File: src/rtl/icache_refill_controller_if.sv
// -----------------------------------------------------------------------------
// icache_refill_pkg / icache_refill_controller_if
//
// Purpose : shared types and the signal bundle between the instruction-cache
//           refill controller, the instruction cache and main memory.
//
// Package : icache_refill_pkg
//   cache_wr_control_e : cache external write-port command
//                        (CACHE_NO_WR = idle, CACHE_W_WR = 32-bit word write)
//
// Interface signals (direction as seen by the controller, modport master):
//   miss_in       in   LINE_WORDS  per-word miss flags of the addressed line
//   miss_tag_in   in   TAG_W       tag of the missing line
//   fetch_pc      in   32          PC held at the cache (index + word select)
//   cache_stall   out  1           stall to the cache and the fetch path
//   cache_addr    out  32          cache external write address
//   cache_wr_data out  32          cache external write data
//   cache_wr_en   out  enum        cache write command
//   mem_req       out  1           memory read request
//   mem_addr      out  32          memory word address
//   mem_gnt       in   1           memory accepted the request this cycle
//   mem_rvalid    in   1           mem_rdata valid this cycle
//   mem_rdata     in   32          memory read data
//   busy          out  1           controller is not idle
//
// Modports: master = refill controller, slave = cache / memory side.
// -----------------------------------------------------------------------------

package icache_refill_pkg;

    typedef enum logic {
        CACHE_NO_WR = 1'b0,
        CACHE_W_WR  = 1'b1
    } cache_wr_control_e;

endpackage

interface icache_refill_controller_if #(
    parameter int LINE_WORDS = 4,
    parameter int TAG_W      = 22
);
    import icache_refill_pkg::*;

    // Cache side
    logic [LINE_WORDS-1:0] miss_in;
    logic [TAG_W-1:0]      miss_tag_in;
    logic [31:0]           fetch_pc;
    logic                  cache_stall;
    logic [31:0]           cache_addr;
    logic [31:0]           cache_wr_data;
    cache_wr_control_e     cache_wr_en;

    // Memory side
    logic                  mem_req;
    logic [31:0]           mem_addr;
    logic                  mem_gnt;
    logic                  mem_rvalid;
    logic [31:0]           mem_rdata;

    // Status
    logic                  busy;

    modport master (
        input  miss_in, miss_tag_in, fetch_pc,
        input  mem_gnt, mem_rvalid, mem_rdata,
        output cache_stall, cache_addr, cache_wr_data, cache_wr_en,
        output mem_req, mem_addr, busy
    );

    modport slave (
        output miss_in, miss_tag_in, fetch_pc,
        output mem_gnt, mem_rvalid, mem_rdata,
        input  cache_stall, cache_addr, cache_wr_data, cache_wr_en,
        input  mem_req, mem_addr, busy
    );

endinterface

File: src/rtl/icache_refill_controller.sv
// -----------------------------------------------------------------------------
// icache_refill_controller
//
// Purpose : instruction-cache miss handler in the fetch stage. When the cache
//           flags missing words it stalls fetch, reads each missing word of
//           the line from memory (req/gnt, then rvalid), writes it into the
//           cache through the external write port and finally releases the
//           stall so the cache looks up the held PC again.
//
// Parameters:
//   LINE_WORDS : words per line (power of 2, >= 2)
//   TAG_W      : cache tag width; index = 32 - TAG_W - log2(LINE_WORDS) - 2
//
// Ports:
//   clk   : clock, rising edge
//   reset : asynchronous, active-high reset
//   bus   : icache_refill_controller_if.master (cache + memory signals)
//
// Optional feature (compile-time macro ICACHE_CWF_EN):
//   defined   : critical word first - the walk over the line starts at the
//               word addressed by fetch_pc and wraps around the line.
//   undefined : the walk starts at word 0.
//   Either way exactly LINE_WORDS words are visited (counted by cnt).
// -----------------------------------------------------------------------------

module icache_refill_controller #(
    parameter int LINE_WORDS = 4,
    parameter int TAG_W      = 22
) (
    input  logic                         clk,
    input  logic                         reset,
    icache_refill_controller_if.master   bus
);
    import icache_refill_pkg::*;

    localparam int PTR_W = $clog2(LINE_WORDS);
    localparam int OFF_W = PTR_W + 2;

    typedef enum logic [2:0] {
        S_IDLE,
        S_REQ,
        S_WAIT,
        S_WRITE,
        S_DONE
    } state_e;

    state_e                state;
    logic [31:0]           line_addr;
    logic [LINE_WORDS-1:0] mask;
    logic [PTR_W-1:0]      ptr;
    logic [PTR_W-1:0]      cnt;

    logic                  miss_any;
    logic [31:0]           new_line;
    logic [PTR_W-1:0]      start_ptr;
    logic [PTR_W-1:0]      next_ptr;
    logic                  last_word;

    // Line base is aligned, so the word offset can simply be OR-ed in.
    function automatic logic [31:0] word_addr(input logic [31:0]      base,
                                              input logic [PTR_W-1:0] p);
        return base | {{(32-OFF_W){1'b0}}, p, 2'b00};
    endfunction

    assign miss_any  = |bus.miss_in;
    assign new_line  = {bus.miss_tag_in, bus.fetch_pc[31-TAG_W:OFF_W], {OFF_W{1'b0}}};
    assign next_ptr  = ptr + 1'b1;            // wraps modulo LINE_WORDS
    assign last_word = (cnt == PTR_W'(LINE_WORDS - 1));

`ifdef ICACHE_CWF_EN
    assign start_ptr = bus.fetch_pc[OFF_W-1:2];
`else
    assign start_ptr = '0;
`endif

    // Low PC bits only matter for the critical-word start; keep them visibly
    // consumed in both builds.
    logic unused_pc_bits;
    assign unused_pc_bits = ^bus.fetch_pc[OFF_W-1:0];

    // Stall must act in the very cycle the miss shows up, so the IDLE term is
    // combinational; every other state is covered by the registered busy.
    assign bus.cache_stall = !reset && (bus.busy || miss_any);

    // NOTE: all state and registered outputs use non-blocking assignments so
    // every flop samples the pre-edge values, independent of statement order.
    always_ff @(posedge clk or posedge reset) begin
        if (reset) begin
            state             <= S_IDLE;
            line_addr         <= '0;
            mask              <= '0;
            ptr               <= '0;
            cnt               <= '0;
            bus.busy          <= 1'b0;
            bus.mem_req       <= 1'b0;
            bus.mem_addr      <= '0;
            bus.cache_addr    <= '0;
            bus.cache_wr_data <= '0;
            bus.cache_wr_en   <= CACHE_NO_WR;
        end else begin
            case (state)
                S_IDLE: begin
                    bus.cache_wr_en <= CACHE_NO_WR;
                    if (miss_any) begin
                        line_addr    <= new_line;
                        mask         <= bus.miss_in;
                        ptr          <= start_ptr;
                        cnt          <= '0;
                        bus.busy     <= 1'b1;
                        // Request is raised on REQ entry only for a missing word.
                        bus.mem_req  <= bus.miss_in[start_ptr];
                        bus.mem_addr <= word_addr(new_line, start_ptr);
                        state        <= S_REQ;
                    end
                end

                S_REQ: begin
                    if (!mask[ptr]) begin
                        // Word already valid in the cache: skip without a request.
                        if (last_word) begin
                            bus.mem_req <= 1'b0;
                            state       <= S_DONE;
                        end else begin
                            ptr          <= next_ptr;
                            cnt          <= cnt + 1'b1;
                            bus.mem_req  <= mask[next_ptr];
                            bus.mem_addr <= word_addr(line_addr, next_ptr);
                        end
                    end else if (bus.mem_gnt) begin
                        bus.mem_req <= 1'b0;
                        state       <= S_WAIT;
                    end
                end

                S_WAIT: begin
                    if (bus.mem_rvalid) begin
                        bus.cache_wr_data <= bus.mem_rdata;
                        bus.cache_addr    <= word_addr(line_addr, ptr);
                        bus.cache_wr_en   <= CACHE_W_WR;
                        state             <= S_WRITE;
                    end
                end

                S_WRITE: begin
                    bus.cache_wr_en <= CACHE_NO_WR;
                    if (last_word) begin
                        state <= S_DONE;
                    end else begin
                        ptr          <= next_ptr;
                        cnt          <= cnt + 1'b1;
                        bus.mem_req  <= mask[next_ptr];
                        bus.mem_addr <= word_addr(line_addr, next_ptr);
                        state        <= S_REQ;
                    end
                end

                S_DONE: begin
                    // One extra stalled cycle, then IDLE re-evaluates miss_in.
                    bus.busy <= 1'b0;
                    state    <= S_IDLE;
                end

                default: begin
                    bus.busy        <= 1'b0;
                    bus.mem_req     <= 1'b0;
                    bus.cache_wr_en <= CACHE_NO_WR;
                    state           <= S_IDLE;
                end
            endcase
        end
    end

endmodule

File: src/flat_wrapper.sv
// flat-port wrapper written by rule: the top's interface ports become plain ports
module icache_refill_controller_flat import icache_refill_pkg::*;
#(
    parameter int LINE_WORDS = 4,
    parameter int TAG_W      = 22
)
  (clk, reset, bus_miss_in, bus_miss_tag_in, bus_fetch_pc, bus_mem_gnt, bus_mem_rvalid, bus_mem_rdata, bus_cache_stall, bus_cache_addr, bus_cache_wr_data, bus_cache_wr_en, bus_mem_req, bus_mem_addr, bus_busy);
  icache_refill_controller_if #(.LINE_WORDS(LINE_WORDS), .TAG_W(TAG_W)) bus_i ();
  input  logic clk;
  input  logic reset;
  input wire logic [$bits(bus_i.miss_in)-1:0] bus_miss_in;
  input wire logic [$bits(bus_i.miss_tag_in)-1:0] bus_miss_tag_in;
  input wire logic [$bits(bus_i.fetch_pc)-1:0] bus_fetch_pc;
  input wire logic [$bits(bus_i.mem_gnt)-1:0] bus_mem_gnt;
  input wire logic [$bits(bus_i.mem_rvalid)-1:0] bus_mem_rvalid;
  input wire logic [$bits(bus_i.mem_rdata)-1:0] bus_mem_rdata;
  output wire logic [$bits(bus_i.cache_stall)-1:0] bus_cache_stall;
  output wire logic [$bits(bus_i.cache_addr)-1:0] bus_cache_addr;
  output wire logic [$bits(bus_i.cache_wr_data)-1:0] bus_cache_wr_data;
  output wire logic [$bits(bus_i.cache_wr_en)-1:0] bus_cache_wr_en;
  output wire logic [$bits(bus_i.mem_req)-1:0] bus_mem_req;
  output wire logic [$bits(bus_i.mem_addr)-1:0] bus_mem_addr;
  output wire logic [$bits(bus_i.busy)-1:0] bus_busy;
  assign bus_i.miss_in = bus_miss_in;
  assign bus_i.miss_tag_in = bus_miss_tag_in;
  assign bus_i.fetch_pc = bus_fetch_pc;
  assign bus_i.mem_gnt = bus_mem_gnt;
  assign bus_i.mem_rvalid = bus_mem_rvalid;
  assign bus_i.mem_rdata = bus_mem_rdata;
  assign bus_cache_stall = bus_i.cache_stall;
  assign bus_cache_addr = bus_i.cache_addr;
  assign bus_cache_wr_data = bus_i.cache_wr_data;
  assign bus_cache_wr_en = bus_i.cache_wr_en;
  assign bus_mem_req = bus_i.mem_req;
  assign bus_mem_addr = bus_i.mem_addr;
  assign bus_busy = bus_i.busy;
  icache_refill_controller #(.LINE_WORDS(LINE_WORDS), .TAG_W(TAG_W)) u_core (.clk(clk), .reset(reset), .bus(bus_i));
endmodule
File: config.mk
export PLATFORM = sky130hd
export DESIGN_NAME = icache_refill_controller_flat
export DESIGN_NICKNAME = d
export VERILOG_FILES = /design/src/rtl/icache_refill_controller_if.sv /design/src/rtl/icache_refill_controller.sv /design/src/flat_wrapper.sv
export SDC_FILE = /design/constraint.sdc
export NUM_CORES = 1
export LEC_CHECK = 0
export ABC_AREA = 1
export CAP_MARGIN = 20
export CORE_MARGIN = 2
export CORE_UTILIZATION = 41
export DETAILED_ROUTE_END_ITERATION = 12
export GPL_ROUTABILITY_DRIVEN = 0
export HOLD_SLACK_MARGIN = 0.05
export MAX_ROUTING_LAYER = met4
export PLACE_DENSITY = 0.76
export SYNTH_ARGS = -nofsm -noshare
export SYNTH_HDL_FRONTEND = slang
export SYNTH_SLANG_ARGS = --single-unit
File: constraint.sdc
create_clock -name clk -period 4.2 [get_ports clk]
set_input_delay 0.42 -clock clk [delete_from_list [all_inputs] [get_ports clk]]
set_output_delay 0.42 -clock clk [all_outputs]
set_load 0.02 [all_outputs]
Word level (Yosys, flattened, before mapping)
Index checks and enable logic that the tools add are counted.
{"block": "word_totals", "romBits": 0, "word_cells": 79, "ff_bits": 138, "out_inout_bits": 100, "memories": 0, "mem_bits_rw": 0, "input_bits": 94, "latchBits": 0}
{"block": "op_classes", "n_reduce_logical": 16, "n_lt_le_gt_ge": 2, "bitwise_logic": 5, "n_mul": 0, "shift": 0, "mux": 32, "div_mod_pow": 0, "n_addsub": 2, "n_eq_ne": 11}
{"op": "$mux W32", "count": 3}
{"op": "$pmux W32 S3", "count": 1}
{"op": "$or A32 B4 Y32", "count": 2}
{"op": "$mux W3", "count": 6}
{"op": "$pmux W2 S3", "count": 2}
{"op": "$pmux W3 S4", "count": 1}
{"op": "$mux W2", "count": 5}
{"op": "$mux W1", "count": 9}
{"op": "$reduce_and A2 Y1", "count": 4}
{"op": "$reduce_and A4 Y1", "count": 2}
{"op": "$eq A3 B2 Y1 const B", "count": 2}
{"op": "$lt A2 B3 Y1 const B", "count": 2}
{"op": "$ne A2 B2 Y1 const B", "count": 3}
{"op": "$add A2 B1 Y2 const B", "count": 2}
{"op": "$bmux W1 S2", "count": 2}
{"op": "$pmux W1 S2", "count": 2}
{"op": "$pmux W1 S4", "count": 1}
{"op": "$reduce_or A2 Y1", "count": 2}
{"op": "$reduce_or A4 Y1", "count": 1}
{"op": "$eq A3 B1 Y1 const B", "count": 1}
{"op": "$eq A3 B3 Y1 const B", "count": 1}
{"op": "$logic_not A3 Y1", "count": 1}
{"op": "$ne A3 B1 Y1 const B", "count": 1}
{"op": "$ne A3 B3 Y1 const B", "count": 1}
{"op": "other kinds (9)", "count": 11}

Depth between registers and ports, before layout
{"block": "logic_depth", "depth_word": 6, "mapped_depth": 10, "depth_no_buf": 9}

Least setup slack after synthesis
No wires, ideal clock.
{"block": "synth_path", "kind": "input to output", "startpoint": "in reset", "endpoint": "out bus_cache_stall", "setup_slack_ns": -0.016, "stages": 3, "t_arrival_ns": 3.796, "path_buffers": 0, "required_ns": 3.780, "cell_sequence": "inv_1 o21ai_0 inv_1"}
{"block": "synth_between", "elab_chain_len": 2}
{"item": "start: declaration", "line": "flat_wrapper.sv:10", "source": "input logic reset;"}
{"item": "$logic_not A1 Y1", "line": "icache_refill_controller.sv:83", "source": "assign bus.cache_stall = !reset && (bus.busy || miss_any);"}
{"item": "$logic_and A1 B1 Y1", "line": "icache_refill_controller.sv:83"}
{"item": "end: declaration", "line": "flat_wrapper.sv:17", "source": "output wire logic [$bits(bus_i.cache_stall)-1:0] bus_cache_stall;"}
Every way passes these cells.

Worst setup path after layout
{"block": "layout_path", "startpoint": "reg u_core.state[0]", "endpoint": "reg u_core.bus.cache_addr[3]"}
{"block": "layout_between", "elab_chain_len": 2}
{"item": "start: declaration", "line": "icache_refill_controller.sv:47", "source": "state_e state;"}
{"item": "start signal: assignment", "line": "icache_refill_controller.sv:89", "source": "state <= S_IDLE;"}
{"item": "start signal: assignment", "line": "icache_refill_controller.sv:113", "source": "state <= S_REQ;"}
{"item": "start signal: assignment", "line": "icache_refill_controller.sv:122", "source": "state <= S_DONE;"}
{"item": "$eq A3 B2 Y1", "line": "icache_refill_controller.sv:101", "source": "case (state)"}
{"item": "$reduce_and A2 Y1 (no source line)"}
{"item": "end signal: assignment", "line": "icache_refill_controller.sv:138", "source": "bus.cache_addr <= word_addr(line_addr, ptr);"}
{"item": "end: declaration", "line": "icache_refill_controller_if.sv:66", "source": "output cache_stall, cache_addr, cache_wr_data, cache_wr_en,"}
Every way passes these cells.
A chain may end at the register's enable or synchronous reset.

==> results.py <==
metrics = {
    "cells_and_area": {
        "multi_input_area_sq_um": 1980,
        "fill_cells": 1172,
        "antenna_cells": 0,
        "nets": 880,
        "drive_gt1_share_pct": 10.0,
        "synthToLayoutAreaGrowth_pct": 39.6,
        "regArea_sq_um": 3300,
    },
    "timing": {
        "finalSetupViolCount": 0,
        "rsz0062_at_grt": "false",
        "tightest_slew_ns": 0.898,
        "min_period_ns": 2.26,
        "max_freq_mhz": 443,
        "period_share_pct": 53.8,
        "hold_viol": 0,
        "fin_tns_setup_ns": 0,
        "clock_skew_ns": 0.00585,
        "max_slew_margin_pct": 40.2,
        "maxSlewViolCount": 0,
    },
    "setup_path": {
        "crit_path_max_fanout": 90,
        "cp_data_arrival_time_ns": 2.51,
        "critical_path_required_ns": 4.45,
        "crit_type": "register to register",
        "reg2regPathDepth": 7,
        "r2r-start": "u_core.state[0]",
        "endpoint_kind": "register",
        "r2r_slack_ns": 1.94,
        "r2r-end": "u_core.bus.cache_addr[3]",
        "start_kind": "register",
    },
    "min_path": {
        "min_from": "u_core.bus.cache_wr_data[28]",
        "hold_path_depth": 2,
        "hold_end": "u_core.bus.cache_wr_data[28]",
        "hp-class": "register to register",
    },
    "pwr": {
        "finalPower_mw": 7.00,
        "comb_power_share_pct": 47.9,
        "p_sw_mw": 2.82,
        "p_seq_share_pct": 31.5,
        "power_frac_clock_pct": 20.6,
        "intPower_mw": 4.18,
        "switching_share_pct": 40.3,
        "vdd_ir_drop_max_mv": 0.559,
        "power_density_nw_per_um2": 879,
        "p_leak_nw": 3.83,
    },
    "place": {
        "numPortBuffers": 163,
        "hpwl_mm": 8.38,
    },
    "detailed_routing": {
        "antenna_left": 0,
        "drc_errors": 0,
        "drt_iter0_markers": 265,
        "vias_per_cell": 4.66,
        "routed_wirelength_mm": 13.0,
        "wl_per_cell_um": 13.3,
        "vias": 4560,
        "dr.pass1.iters": 4,
    },
    "yosys": {
        "syn-mean-instance-area_sq_um": 9.02,
        "postSynthCellCount": 632,
        "synth_edf_count": 0,
        "netlist_top_cells_count": "280 x nand2_1, 132 x dfrtp_1, 45 x inv_1, 42 x o21ai_0, 28 x o211ai_2",
        "yosysWarnings": 0,
        "synthFlopType": "dfrtp_1",
        "async_reset_ff_share_pct": 100,
        "yosysUniqueCellTypes": 27,
        "synth_seq_area_share_pct": 57.9,
        "ys_ff_latch": 132,
        "synth.most_common_cell": "nand2_1",
        "synth_area_leaders": "dfrtp_1 58%, nand2_1 18%, o211ai_2 6.1%",
        "yosysTopAreaCell": "dfrtp_1",
        "synthesis.area_sq_um": 5700,
        "synth.top_cell.area_share_pct": 57.9,
    },
    "clock_network": {
        "h-tree-depth": 4,
        "cts_tree": "done",
        "path_clk_slew_ns": 0.05,
        "holdBufCountCts": 0,
        "clock_latency_ns": 0.41,
        "cts_made_buffers": 17,
        "post_cts_resized": 0,
        "cts_buffer_depth": 2,
        "post_cts_buffers": 0,
        "root_buffer": "clkbuf_16",
        "numClockSinks": 132,
    },
    "global_routing": {
        "antenna_found_initial": 0,
        "grt_overflow": 0,
        "grt_pass1_vias": 4290,
        "grt_max_degree": 133,
        "grt_pass1_wl_mm": 21.2,
        "track_usage_pct": 19.0,
    },
    "run": {
        "max-cap-violations": 0,
    },
    "floorplan": {
        "die-area_sq_um": 14900,
        "fp.dieH_um": 122,
        "die_x_um": 122,
        "rows": 43,
        "floorplan.initialDensity_pct": 41.6,
        "fp.coreArea_sq_um": 13700,
        "io_pins": 194,
    },
    "outcome": {
        "status": "finished, final reports clean",
    },
}
worst max path at each step:
stage,start,to,slack (ns),depth (start not counted)
finish,u_core.state[0],u_core.bus.cache_addr[3],1.94,7
global route,u_core.state[0],u_core.bus.cache_addr[3],1.72,7
CTS,u_core.state[0],u_core.bus.cache_addr[3],1.93,7
detailed placement,bus_mem_rvalid,u_core.bus.cache_addr[24],1.68,7
global placement,bus_mem_rvalid,u_core.bus.cache_addr[7],1.67,7
floorplan,reset,bus_cache_stall,1.08,3
flip-flops by register name, indices dropped and copies added (netlist names), 2 cells and up:
name and count:
u_core.line_addr 28, u_core.state 3, u_core.mask 4, u_core.cnt 2
u_core.bus.cache_wr_data 32, u_core.bus.mem_addr 29, u_core.bus.cache_addr 30
critical path, cell delays in order, from the launching register on:
cell and delay, ns:
dfrtp_1 0.44, nor2_2 0.17, nand2_2 0.11, nor2_4 0.59, inv_2 0.09, buf_4 0.39, nand2_1 0.15, o21ai_0 0.09
cells in the final DEF (no fill, tap or decap), types with 3 or more instances in the layout:
cell type,Yosys,final
nor2_1,5,5
conb_1,1,4
o21ai_1,27,27
nand3_1,10,10
clkbuf_8,0,3
o211ai_2,28,28
inv_2,7,7
clkdlybuf4s50_1,0,163
dfrtp_1,132,132
clkbuf_1,5,3
a21oi_1,4,4
nand2_1,280,280
clkinv_2,0,5
nand2_2,4,4
inv_1,45,44
o21ai_0,42,42
nor2_4,3,3
clkbuf_16,0,17
power groups by stage:
stage / Combinational [mW] / Clock [mW] / Sequential [mW]
after floorplan: 1.65 / 0 / 2.73
after global placement: 3.34 / 0 / 2.20
after detailed placement: 3.39 / 0 / 2.22
after CTS: 3.41 / 1.47 / 2.21
after global routing: 3.72 / 1.53 / 2.27
final: 3.35 / 1.44 / 2.20
kinds of logic after synthesis:
logic type | count (synthesis) | synth area share [%]
simple gates | 308 | 21.5
flops | 132 | 57.9
compound gates | 102 | 12.7
buf+inv | 88 | 7.61
fa+ha+maj | 1 | 0.219
other cells | 1 | 0.0658
area by class of cell:
type                       instances  share of cell area (%)
sequential                       132                    41.5
multi-input combinational        415                    24.8
timing repair buffer             166                    20.9
clock buffer                      23                    6.01
tap                              180                    2.83
inverter                          53                    2.61
clock inverter                     9                    1.29
metrics by stage:
step | utilization [%] | cells | cell area, sq um | setup WS [ns] | hold WS (ns)
2_1_floorplan | - | 635 | 5720 | 1.08 | 0.453
3_3_place_gp | 53.8 | 946 | 7380 | 1.67 | 0.453
3_5_place_dp | 53.8 | 946 | 7380 | 1.68 | 0.457
4_1_cts | 58.0 | 978 | 7960 | 1.93 | 0.471
5_1_grt | 58.0 | 978 | 7960 | 1.72 | 0.485
6_report | 58.0 | 978 | 7960 | 1.94 | 0.467
metal layers:
layer	vias to the layer above	track usage, %	share of wire (%)
met5	-	-	0
li1	2291	-	-
met1	2121	24.9	46
met3	34	4.26	4.2
met4	0	9.34	3.3
met2	114	28.0	47
Power figures use the tool's default switching activity.
